[src/rtl/ahb_pkg.sv]
// Shared AHB encodings and fill-buffer state type for the I-cache refill path.
package ahb_pkg;

    typedef enum logic [1:0] {
        HTRANS_IDLE   = 2'b00,
        HTRANS_BUSY   = 2'b01,
        HTRANS_NONSEQ = 2'b10,
        HTRANS_SEQ    = 2'b11
    } htrans_e;

    typedef enum logic [2:0] {
        HBURST_SINGLE = 3'b000,
        HBURST_INCR   = 3'b001,
        HBURST_WRAP4  = 3'b010,
        HBURST_INCR4  = 3'b011,
        HBURST_WRAP8  = 3'b100,
        HBURST_INCR8  = 3'b101,
        HBURST_WRAP16 = 3'b110,
        HBURST_INCR16 = 3'b111
    } hburst_e;

    typedef enum logic [1:0] {
        FB_IDLE,
        FB_FILL,
        FB_FULL
    } fb_state_e;

    // NONSEQ and SEQ both carry a real transfer; IDLE and BUSY do not.
    function automatic logic is_active(input logic [1:0] htrans);
        return htrans[1];
    endfunction

endpackage

[src/rtl/line_fill_buffer_if.sv]
// Snooped AHB read bus plus critical-word and line-fill outputs of the fill buffer.
interface line_fill_buffer_if #(
    parameter int ADDR_W = 32,
    parameter int DATA_W = 32,
    parameter int WORDS  = 4
);
    logic [1:0]              htrans;
    logic [ADDR_W-1:0]       read_addr;
    logic                    hready;
    logic [DATA_W-1:0]       read_data;
    logic                    buf_busy;
    logic                    cw_valid;
    logic [ADDR_W-1:0]       cw_addr;
    logic [DATA_W-1:0]       cw_data;
    logic                    fill_valid;
    logic                    fill_ready;
    logic [ADDR_W-1:0]       fill_addr;
    logic [WORDS*DATA_W-1:0] fill_data;
    logic                    err;

    modport master (
        output htrans, read_addr, hready, read_data, fill_ready,
        input  buf_busy, cw_valid, cw_addr, cw_data, fill_valid, fill_addr, fill_data, err
    );

    modport slave (
        input  htrans, read_addr, hready, read_data, fill_ready,
        output buf_busy, cw_valid, cw_addr, cw_data, fill_valid, fill_addr, fill_data, err
    );
endinterface

[src/rtl/ahb_dphase_tracker.sv]
// Registers the AHB address phase and flags the edge on which its data phase completes.
module ahb_dphase_tracker
    import ahb_pkg::*;
#(
    parameter int ADDR_W = 32,
    parameter int DATA_W = 32
) (
    input  logic              clk,
    input  logic              rstn,
    input  logic [1:0]        htrans_i,
    input  logic [ADDR_W-1:0] read_addr_i,
    input  logic              hready_i,
    input  logic [DATA_W-1:0] read_data_i,
    output logic              beat_valid_o,
    output logic              beat_nonseq_o,
    output logic [ADDR_W-1:0] beat_addr_o,
    output logic [DATA_W-1:0] beat_data_o
);

    logic              ap_valid_q;
    logic              ap_nonseq_q;
    logic [ADDR_W-1:0] ap_addr_q;

    // A stalled data phase (hready low) keeps the pending address phase in place.
    always_ff @(posedge clk or negedge rstn) begin
        if (!rstn) begin
            ap_valid_q  <= 1'b0;
            ap_nonseq_q <= 1'b0;
            ap_addr_q   <= '0;
        end else if (hready_i) begin
            ap_valid_q  <= is_active(htrans_i);
            ap_nonseq_q <= (htrans_i == HTRANS_NONSEQ);
            ap_addr_q   <= read_addr_i;
        end
    end

    assign beat_valid_o  = hready_i & ap_valid_q;
    assign beat_nonseq_o = ap_nonseq_q;
    assign beat_addr_o   = ap_addr_q;
    assign beat_data_o   = read_data_i;

endmodule

[src/rtl/line_fill_buffer.sv]
// Assembles one wrapping refill burst into a cache line, forwarding the critical word
// early and holding the finished line until the cache array takes it.
module line_fill_buffer
    import ahb_pkg::*;
#(
    parameter int ADDR_W = 32,
    parameter int DATA_W = 32,
    parameter int WORDS  = 4
) (
    input  logic              clk,
    input  logic              rstn,
    line_fill_buffer_if.slave bus
);

    localparam int OFF = $clog2(DATA_W / 8);
    localparam int IDX = $clog2(WORDS);
    localparam int LOW = OFF + IDX;

    logic              beat_valid;
    logic              beat_nonseq;
    logic [ADDR_W-1:0] beat_addr;
    logic [DATA_W-1:0] beat_data;

    ahb_dphase_tracker #(
        .ADDR_W(ADDR_W),
        .DATA_W(DATA_W)
    ) u_tracker (
        .clk          (clk),
        .rstn         (rstn),
        .htrans_i     (bus.htrans),
        .read_addr_i  (bus.read_addr),
        .hready_i     (bus.hready),
        .read_data_i  (bus.read_data),
        .beat_valid_o (beat_valid),
        .beat_nonseq_o(beat_nonseq),
        .beat_addr_o  (beat_addr),
        .beat_data_o  (beat_data)
    );

    fb_state_e                    state_q;
    logic [WORDS-1:0]             mask_q;
    logic [ADDR_W-1:0]            base_q;
    logic [WORDS-1:0][DATA_W-1:0] line_q;
    logic                         cw_valid_q;
    logic [ADDR_W-1:0]            cw_addr_q;
    logic [DATA_W-1:0]            cw_data_q;
    logic                         fill_valid_q;
    logic                         buf_busy_q;
    logic                         err_q;

    logic [IDX-1:0]               beat_idx;
    logic [ADDR_W-1:0]            beat_base;
    logic [WORDS-1:0]             beat_onehot;
    logic [WORDS-1:0]             mask_d;
    logic [WORDS-1:0][DATA_W-1:0] fresh_line_d;
    logic                         handshake;
    logic                         start_beat;
    logic                         write_beat;
    logic                         drop_beat;

    // A handshake edge behaves like IDLE for any beat landing on it, so back-to-back lines lose no cycle.
    always_comb begin
        beat_idx                 = beat_addr[OFF +: IDX];
        beat_base                = {beat_addr[ADDR_W-1:LOW], {LOW{1'b0}}};
        beat_onehot              = '0;
        beat_onehot[beat_idx]    = 1'b1;
        mask_d                   = mask_q | beat_onehot;
        fresh_line_d             = '0;
        fresh_line_d[beat_idx]   = beat_data;
        handshake                = (state_q == FB_FULL) && bus.fill_ready;
        start_beat               = beat_valid && beat_nonseq &&
                                   ((state_q != FB_FULL) || handshake);
        write_beat               = beat_valid && !beat_nonseq &&
                                   (state_q == FB_FILL) && (beat_base == base_q);
        drop_beat                = beat_valid && !start_beat && !write_beat;
    end

    always_ff @(posedge clk or negedge rstn) begin
        if (!rstn) begin
            state_q      <= FB_IDLE;
            mask_q       <= '0;
            base_q       <= '0;
            line_q       <= '0;
            cw_valid_q   <= 1'b0;
            cw_addr_q    <= '0;
            cw_data_q    <= '0;
            fill_valid_q <= 1'b0;
            buf_busy_q   <= 1'b0;
            err_q        <= 1'b0;
        end else begin
            cw_valid_q <= 1'b0;
            if (drop_beat) begin
                err_q <= 1'b1;
            end
            if (start_beat) begin
                state_q      <= FB_FILL;
                base_q       <= beat_base;
                mask_q       <= beat_onehot;
                line_q       <= fresh_line_d;
                cw_valid_q   <= 1'b1;
                cw_addr_q    <= beat_addr;
                cw_data_q    <= beat_data;
                fill_valid_q <= 1'b0;
                buf_busy_q   <= 1'b0;
            end else if (write_beat) begin
                mask_q           <= mask_d;
                line_q[beat_idx] <= beat_data;
                if (&mask_d) begin
                    state_q      <= FB_FULL;
                    fill_valid_q <= 1'b1;
                    buf_busy_q   <= 1'b1;
                end
            end else if (handshake) begin
                state_q      <= FB_IDLE;
                mask_q       <= '0;
                fill_valid_q <= 1'b0;
                buf_busy_q   <= 1'b0;
            end
        end
    end

    assign bus.buf_busy   = buf_busy_q;
    assign bus.cw_valid   = cw_valid_q;
    assign bus.cw_addr    = cw_addr_q;
    assign bus.cw_data    = cw_data_q;
    assign bus.fill_valid = fill_valid_q;
    assign bus.fill_addr  = base_q;
    assign bus.fill_data  = line_q;
    assign bus.err        = err_q;

endmodule

[src/flat_wrapper.sv]
// flat-port wrapper written by rule: the top's interface ports become plain ports
module line_fill_buffer_flat import ahb_pkg::*;
#(
    parameter int ADDR_W = 32,
    parameter int DATA_W = 32,
    parameter int WORDS  = 4
)
  (clk, rstn, bus_htrans, bus_read_addr, bus_hready, bus_read_data, bus_fill_ready, bus_buf_busy, bus_cw_valid, bus_cw_addr, bus_cw_data, bus_fill_valid, bus_fill_addr, bus_fill_data, bus_err);
  line_fill_buffer_if #(.ADDR_W(ADDR_W), .DATA_W(DATA_W), .WORDS(WORDS)) bus_i ();
  input  logic clk;
  input  logic rstn;
  input wire logic [$bits(bus_i.htrans)-1:0] bus_htrans;
  input wire logic [$bits(bus_i.read_addr)-1:0] bus_read_addr;
  input wire logic [$bits(bus_i.hready)-1:0] bus_hready;
  input wire logic [$bits(bus_i.read_data)-1:0] bus_read_data;
  input wire logic [$bits(bus_i.fill_ready)-1:0] bus_fill_ready;
  output wire logic [$bits(bus_i.buf_busy)-1:0] bus_buf_busy;
  output wire logic [$bits(bus_i.cw_valid)-1:0] bus_cw_valid;
  output wire logic [$bits(bus_i.cw_addr)-1:0] bus_cw_addr;
  output wire logic [$bits(bus_i.cw_data)-1:0] bus_cw_data;
  output wire logic [$bits(bus_i.fill_valid)-1:0] bus_fill_valid;
  output wire logic [$bits(bus_i.fill_addr)-1:0] bus_fill_addr;
  output wire logic [$bits(bus_i.fill_data)-1:0] bus_fill_data;
  output wire logic [$bits(bus_i.err)-1:0] bus_err;
  assign bus_i.htrans = bus_htrans;
  assign bus_i.read_addr = bus_read_addr;
  assign bus_i.hready = bus_hready;
  assign bus_i.read_data = bus_read_data;
  assign bus_i.fill_ready = bus_fill_ready;
  assign bus_buf_busy = bus_i.buf_busy;
  assign bus_cw_valid = bus_i.cw_valid;
  assign bus_cw_addr = bus_i.cw_addr;
  assign bus_cw_data = bus_i.cw_data;
  assign bus_fill_valid = bus_i.fill_valid;
  assign bus_fill_addr = bus_i.fill_addr;
  assign bus_fill_data = bus_i.fill_data;
  assign bus_err = bus_i.err;
  line_fill_buffer #(.ADDR_W(ADDR_W), .DATA_W(DATA_W), .WORDS(WORDS)) u_core (.clk(clk), .rstn(rstn), .bus(bus_i));
endmodule
[config.mk]
export PLATFORM = sky130hd
export DESIGN_NAME = line_fill_buffer_flat
export DESIGN_NICKNAME = d
export VERILOG_FILES = /design/src/rtl/ahb_pkg.sv /design/src/rtl/line_fill_buffer_if.sv /design/src/rtl/ahb_dphase_tracker.sv /design/src/rtl/line_fill_buffer.sv /design/src/flat_wrapper.sv
export SDC_FILE = /design/constraint.sdc
export NUM_CORES = 1
export LEC_CHECK = 0
export BUFFER_PORTS_ARGS = -buffer_cell sky130_fd_sc_hd__buf_2
export CORE_MARGIN = 2
export CORE_UTILIZATION = 50
export CTS_BUF_LIST = sky130_fd_sc_hd__clkbuf_4
export DETAILED_ROUTE_END_ITERATION = 7
export GPL_TIMING_DRIVEN = 1
export HOLD_SLACK_MARGIN = 0.02
export PLACE_DENSITY = 0.77
export SLEW_MARGIN = 5
export SYNTH_ARGS = -nofsm -noshare
export SYNTH_HDL_FRONTEND = slang
export SYNTH_SLANG_ARGS = --single-unit
export TNS_END_PERCENT = 100
[constraint.sdc]
create_clock -name clk -period 2.4 [get_ports clk]
set_input_delay 0.24 -clock clk [delete_from_list [all_inputs] [get_ports clk]]
set_output_delay 0.24 -clock clk [all_outputs]
set_load 0.01 [all_outputs]
Word-level counts from Yosys, hierarchy flattened
Cells that the tools add are included.
{"block": "word_totals", "romBits": 0, "reg_bits": 263, "latch_bits": 0, "out_inout_bits": 228, "ramBits": 0, "elab_cells": 62, "mem_count": 0, "inputBits": 70}
{"block": "classes", "bitwise_logic": 3, "n_lt_le_gt_ge": 2, "n_addsub": 0, "n_mux": 19, "multipliers": 0, "div": 0, "shift": 0, "n_eq_ne": 6, "n_reduce_logical": 17}
{"operator": "2-to-1 mux 128 bit", "n": 2}
{"operator": "bitwise AND 128 bit", "n": 1}
{"operator": "bitwise mux 128 bit", "n": 1}
{"operator": "demux 32 bit (select 2 bit)", "n": 1}
{"operator": "2-to-1 mux 32 bit", "n": 1}
{"operator": "== test 28 bit", "n": 1}
{"operator": "2-to-1 mux 4 bit", "n": 3}
{"operator": "logical AND 1 bit", "n": 9}
{"operator": "2-to-1 mux 2 bit", "n": 4}
{"operator": "2-to-1 mux 1 bit", "n": 6}
{"operator": "== test 2 bit (second input constant)", "n": 2}
{"operator": "OR 4 bit", "n": 1}
{"operator": "AND reduction 4 bit", "n": 1}
{"operator": "zero test 1 bit", "n": 3}
{"operator": "less-than comparator 2 x 3 -> 1 bit (second input constant)", "n": 1}
{"operator": "!= test 3 x 2 -> 1 bit (second input constant)", "n": 1}
{"operator": "nonzero test 3 bit", "n": 1}
{"operator": "demux 1 bit (select 2 bit)", "n": 1}
{"operator": "== test 2 x 1 -> 1 bit (second input constant)", "n": 1}
{"operator": ">= comparator 2 x 1 -> 1 bit (second input constant)", "n": 1}
{"operator": "!= test 2 bit (second input constant)", "n": 1}
{"operator": "AND reduction 2 bit", "n": 1}
{"operator": "nonzero test 2 bit", "n": 1}
{"operator": "bitwise AND 1 bit", "n": 1}
{"operator": "logical OR 1 bit", "n": 1}

Logic depth before layout (Yosys ltp)
{"block": "logic_depth", "depth_word": 9, "ltp_mapped": 7, "depth_no_buf": 6}

Cells and area by module
A second synthesis with hierarchy kept.
{"block": "hier_totals", "hier_cells": 784, "area_unflattened_um2": 9680.5}
{"mod": "line_fill_buffer", "area_each_um2": 8031.5, "cells_per_inst": 677, "seq_area_each_um2": 5004.8, "instances": 1}
{"mod": "ahb_dphase_tracker", "area_each_um2": 1649.1, "cells_per_inst": 107, "seq_area_each_um2": 850.8, "instances": 1}

Least setup slack after synthesis
OpenSTA, ideal clock, no wires.
{"block": "synth_path", "kind": "flip-flop to flip-flop", "start": "register, netlist name u_core.bus.cw_addr[15]", "end": "register u_core.line_q (netlist bit u_core.bus.fill_data[11])", "arrival_ps": 1965, "required_ps": 2256, "slack_ps": 290, "path_stages_with_launch": 8, "synth_period_minus_slack_ps": 2110, "setup_time_ps": 144, "path_buffers": 2, "path_cell_list": "dfrtp_1 -> nor2b_1 -> or4_4 -> nor4b_2 -> and3_1 -> buf_4 -> buf_8 -> o32ai_2"}
{"item": "end signal, assigned", "line_no": "line_fill_buffer.sv:99", "text": "line_q <= fresh_line_d;"}
{"item": "end signal, assigned by index", "line_no": "line_fill_buffer.sv:107", "text": "line_q[beat_idx] <= beat_data;"}
{"item": "end, declared", "line_no": "line_fill_buffer.sv:43", "text": "logic [WORDS-1:0][DATA_W-1:0] line_q;"}

==> metrics.txt <==
Cell variety after synth 40; cells after synthesis 905; first-pass GRT wire length 44300 um; later-pin clock latency in the skew report 650 ps; CP Max Fanout 32; RD Place Congestion 0.808; min cycle time layout 2270 ps; CTS sink cnt 234; CTS tree built; Root Buffer clkbuf_4; port bufs 293; Layout Nets 1329; largest net degree at the start of global routing 162; initial antenna violation count 1; chip width 148 um; RSZ-0062 raised after global routing no; Worst EP arrival 2750 ps; Worst VDD drop 635 uV; Place WS 147 ps; leak pwr 0.00687 uW; Post-synth ARST share 1.00; max-cap check violation count 0; clock tree buffer depth 3; Setup WS post-layout 126 ps; number of setup violations in the final report 0; total CTS buffers 59; gr usage total 0.254; Routed WL per cell 17.7 um; H-tree depth 2; total I/O pin count 298; Pwr per Cell Area 972 nW/um^2; worst-case clock skew 25.0 ps; total chip power 13000 uW; sequential cell area 5860 um^2; Post-CTS Repair Setup Buffers 0; setup TNS 0 ps; Area growth, synth to finish 29.3%; Startpoint Class flop; multi-input logic area 3340 um^2; sequential share of the synthesized area 0.566; ys flop type dfrtp_1; Highest Clock Rate 440 MHz; gr ovfl total 0; area share of and/or/nand/nor cells after synthesis 0.0810; Iter 0 DRT Violations 405; Post-Syn Area 10300 um^2; Post-Route WL 27800 um; Max Slew Vio Count 0; vias in the first global route 8474; Die H 148 um; WP data required 2870 ps; clk slew on worst S/H paths 70 ps; Setup crit end kind flop; Post-synth EDFFs 0; CORE AREA 20300 um^2; synth warn 0; HP Class in -> reg; Synth Area in XOR/XNOR 0.0203; DRC 0; Initial Util 0.510; Row Count 52; FF+latch count, synth 234; final core utilization 0.659; Detailed Place HPWL 17300 um; number of filler cells placed in the layout 1553; area of the die 21900 um^2; Adder-Cell Fraction of Synth Area 0; antenna-violating nets left 0; Compound-Gate Fraction of Synth Area 0.176; mux cell area share after synthesis 0.0358; layout cell share with drive strength beyond 1 0.397; first-pass detailed-route iteration total 5; Crit Path Class reg -> reg; worst-margin pin slew 1010 ps; Rel. slew slack 0.329; Mean Syn Cell Area 11.4 um^2; main combinational cell family by area after synthesis compound AO/OA/AOI/OAI gates; reg2reg setup slack 130 ps; routed vias 8187; vias per cell 5.22; Final Cycle Share 0.948; Final Hold Fails 0; Hold WS 103 ps; status completed
[state kept, by name, summed over array words and instances (netlist names), 2 cells and up]
| register | flops |
|---|---|
| u_core.bus.cw_addr | 31 |
| u_core.bus.cw_data | 32 |
| u_core.bus.fill_data | 128 |
| u_core.mask_q | 4 |
| u_core.state_q | 2 |
| u_core.u_tracker.beat_addr_o | 32 |
[metal layers]
layer / up-vias / track usage / routed length [um]
met5: - / 0 / 0
met4: 0 / 0.0962 / 810
met3: 61 / 0.0562 / 1970
met2: 369 / 0.440 / 14000
met1: 3975 / 0.313 / 11000
li1: 3782 / - / -
[critical path, stage by stage, from the launching register on]
cell and delay (ps):
dfrtp_1 410, nor2b_1 140, or4_4 590, nor4b_2 340
and3_2 250, buf_12 260, o32ai_1 120
[cells by family (layout without fill, tap and decap cells)]
| group | count (synthesis) | in the layout |
|---|---|---|
| and+or+nand+nor | 180 | 180 |
| buffers and inverters | 259 | 649 |
| muxes | 33 | 33 |
| AOI/OAI and AO/OA | 174 | 174 |
| other | 1 | 5 |
| DFF | 234 | 234 |
| xor gates and xnor gates | 24 | 24 |
[Yosys cell counts (all sizes together), types with 2 or more instances]
cell type / instances / area (um^2)
nor2b: 4 / 25.0
nand2b: 6 / 37.5
nand3b: 2 / 15.0
a31oi: 4 / 37.5
nand2: 137 / 514
clkbuf: 33 / 124
mux2: 32 / 360
nor2: 3 / 11.3
xnor2: 23 / 201
o21ai: 36 / 180
dfrtp: 234 / 5860
nand3: 6 / 30.0
nor4: 4 / 67.6
nor3: 2 / 10.0
nor4b: 2 / 30.0
o32ai: 129 / 1570
nand4: 6 / 37.5
a21oi: 2 / 10.0
buf: 62 / 502
inv: 164 / 616
and3: 4 / 25.0
[timing repair]
item / in CTS / in global routing
hold buffers: 67 / 0
hold endpoints to repair: 428 / 0
endpoints found under the setup margin: 0 / 7
gates resized for setup: 0 / 2
[report_power, final]
part	internal, uW	switching, uW
registers	5000	751
logic	1890	2070
clock network	1760	1530
[final timing paths]
check,startpoint,to,cells past startpoint
worst max-delay path,u_core.bus.cw_addr[15],u_core.bus.fill_data[31],6
worst min-delay path,bus_fill_ready,u_core.mask_q[1],4
worst max register to register,u_core.bus.cw_addr[15],u_core.bus.fill_data[31],6
worst min register to register,u_core.bus.err,u_core.bus.err,1
max in group asynchronous,rstn,u_core.bus.fill_data[65],3
min in group asynchronous,rstn,u_core.bus.fill_data[90],2
[area by class of cell]
cell class	count	area share
clock buffer	88	0.0494
clock inverter	12	0.00552
tap	270	0.0253
sequential	234	0.438
multi-input combinational	415	0.250
antenna	1	0.000187
timing repair buffer	385	0.186
inverter	164	0.0464
[cells in the final DEF (no fill, tap or decap), types with 6 or more instances in the layout]
master,netlist,layout
buf_2,11,292
dfrtp_1,234,234
inv_1,163,163
nand2_1,137,137
clkbuf_4,0,88
o32ai_1,71,71
dlygate4sd3_1,0,67
o32ai_2,58,58
o21ai_0,35,35
mux2_2,32,32
xnor2_1,23,23
buf_4,38,13
buf_12,0,12
clkinv_1,0,8
nand2b_1,6,6
nand3_1,6,6
nand4_1,6,6
[metrics by stage]
step / instance area (um^2) / cells
floorplan: 10400 / 908
global placement: 11900 / 1401
detailed placement: 11900 / 1401
CTS: 13400 / 1568
global route: 13400 / 1569
finish: 13400 / 1569
(Power assumes the default switching activity.)
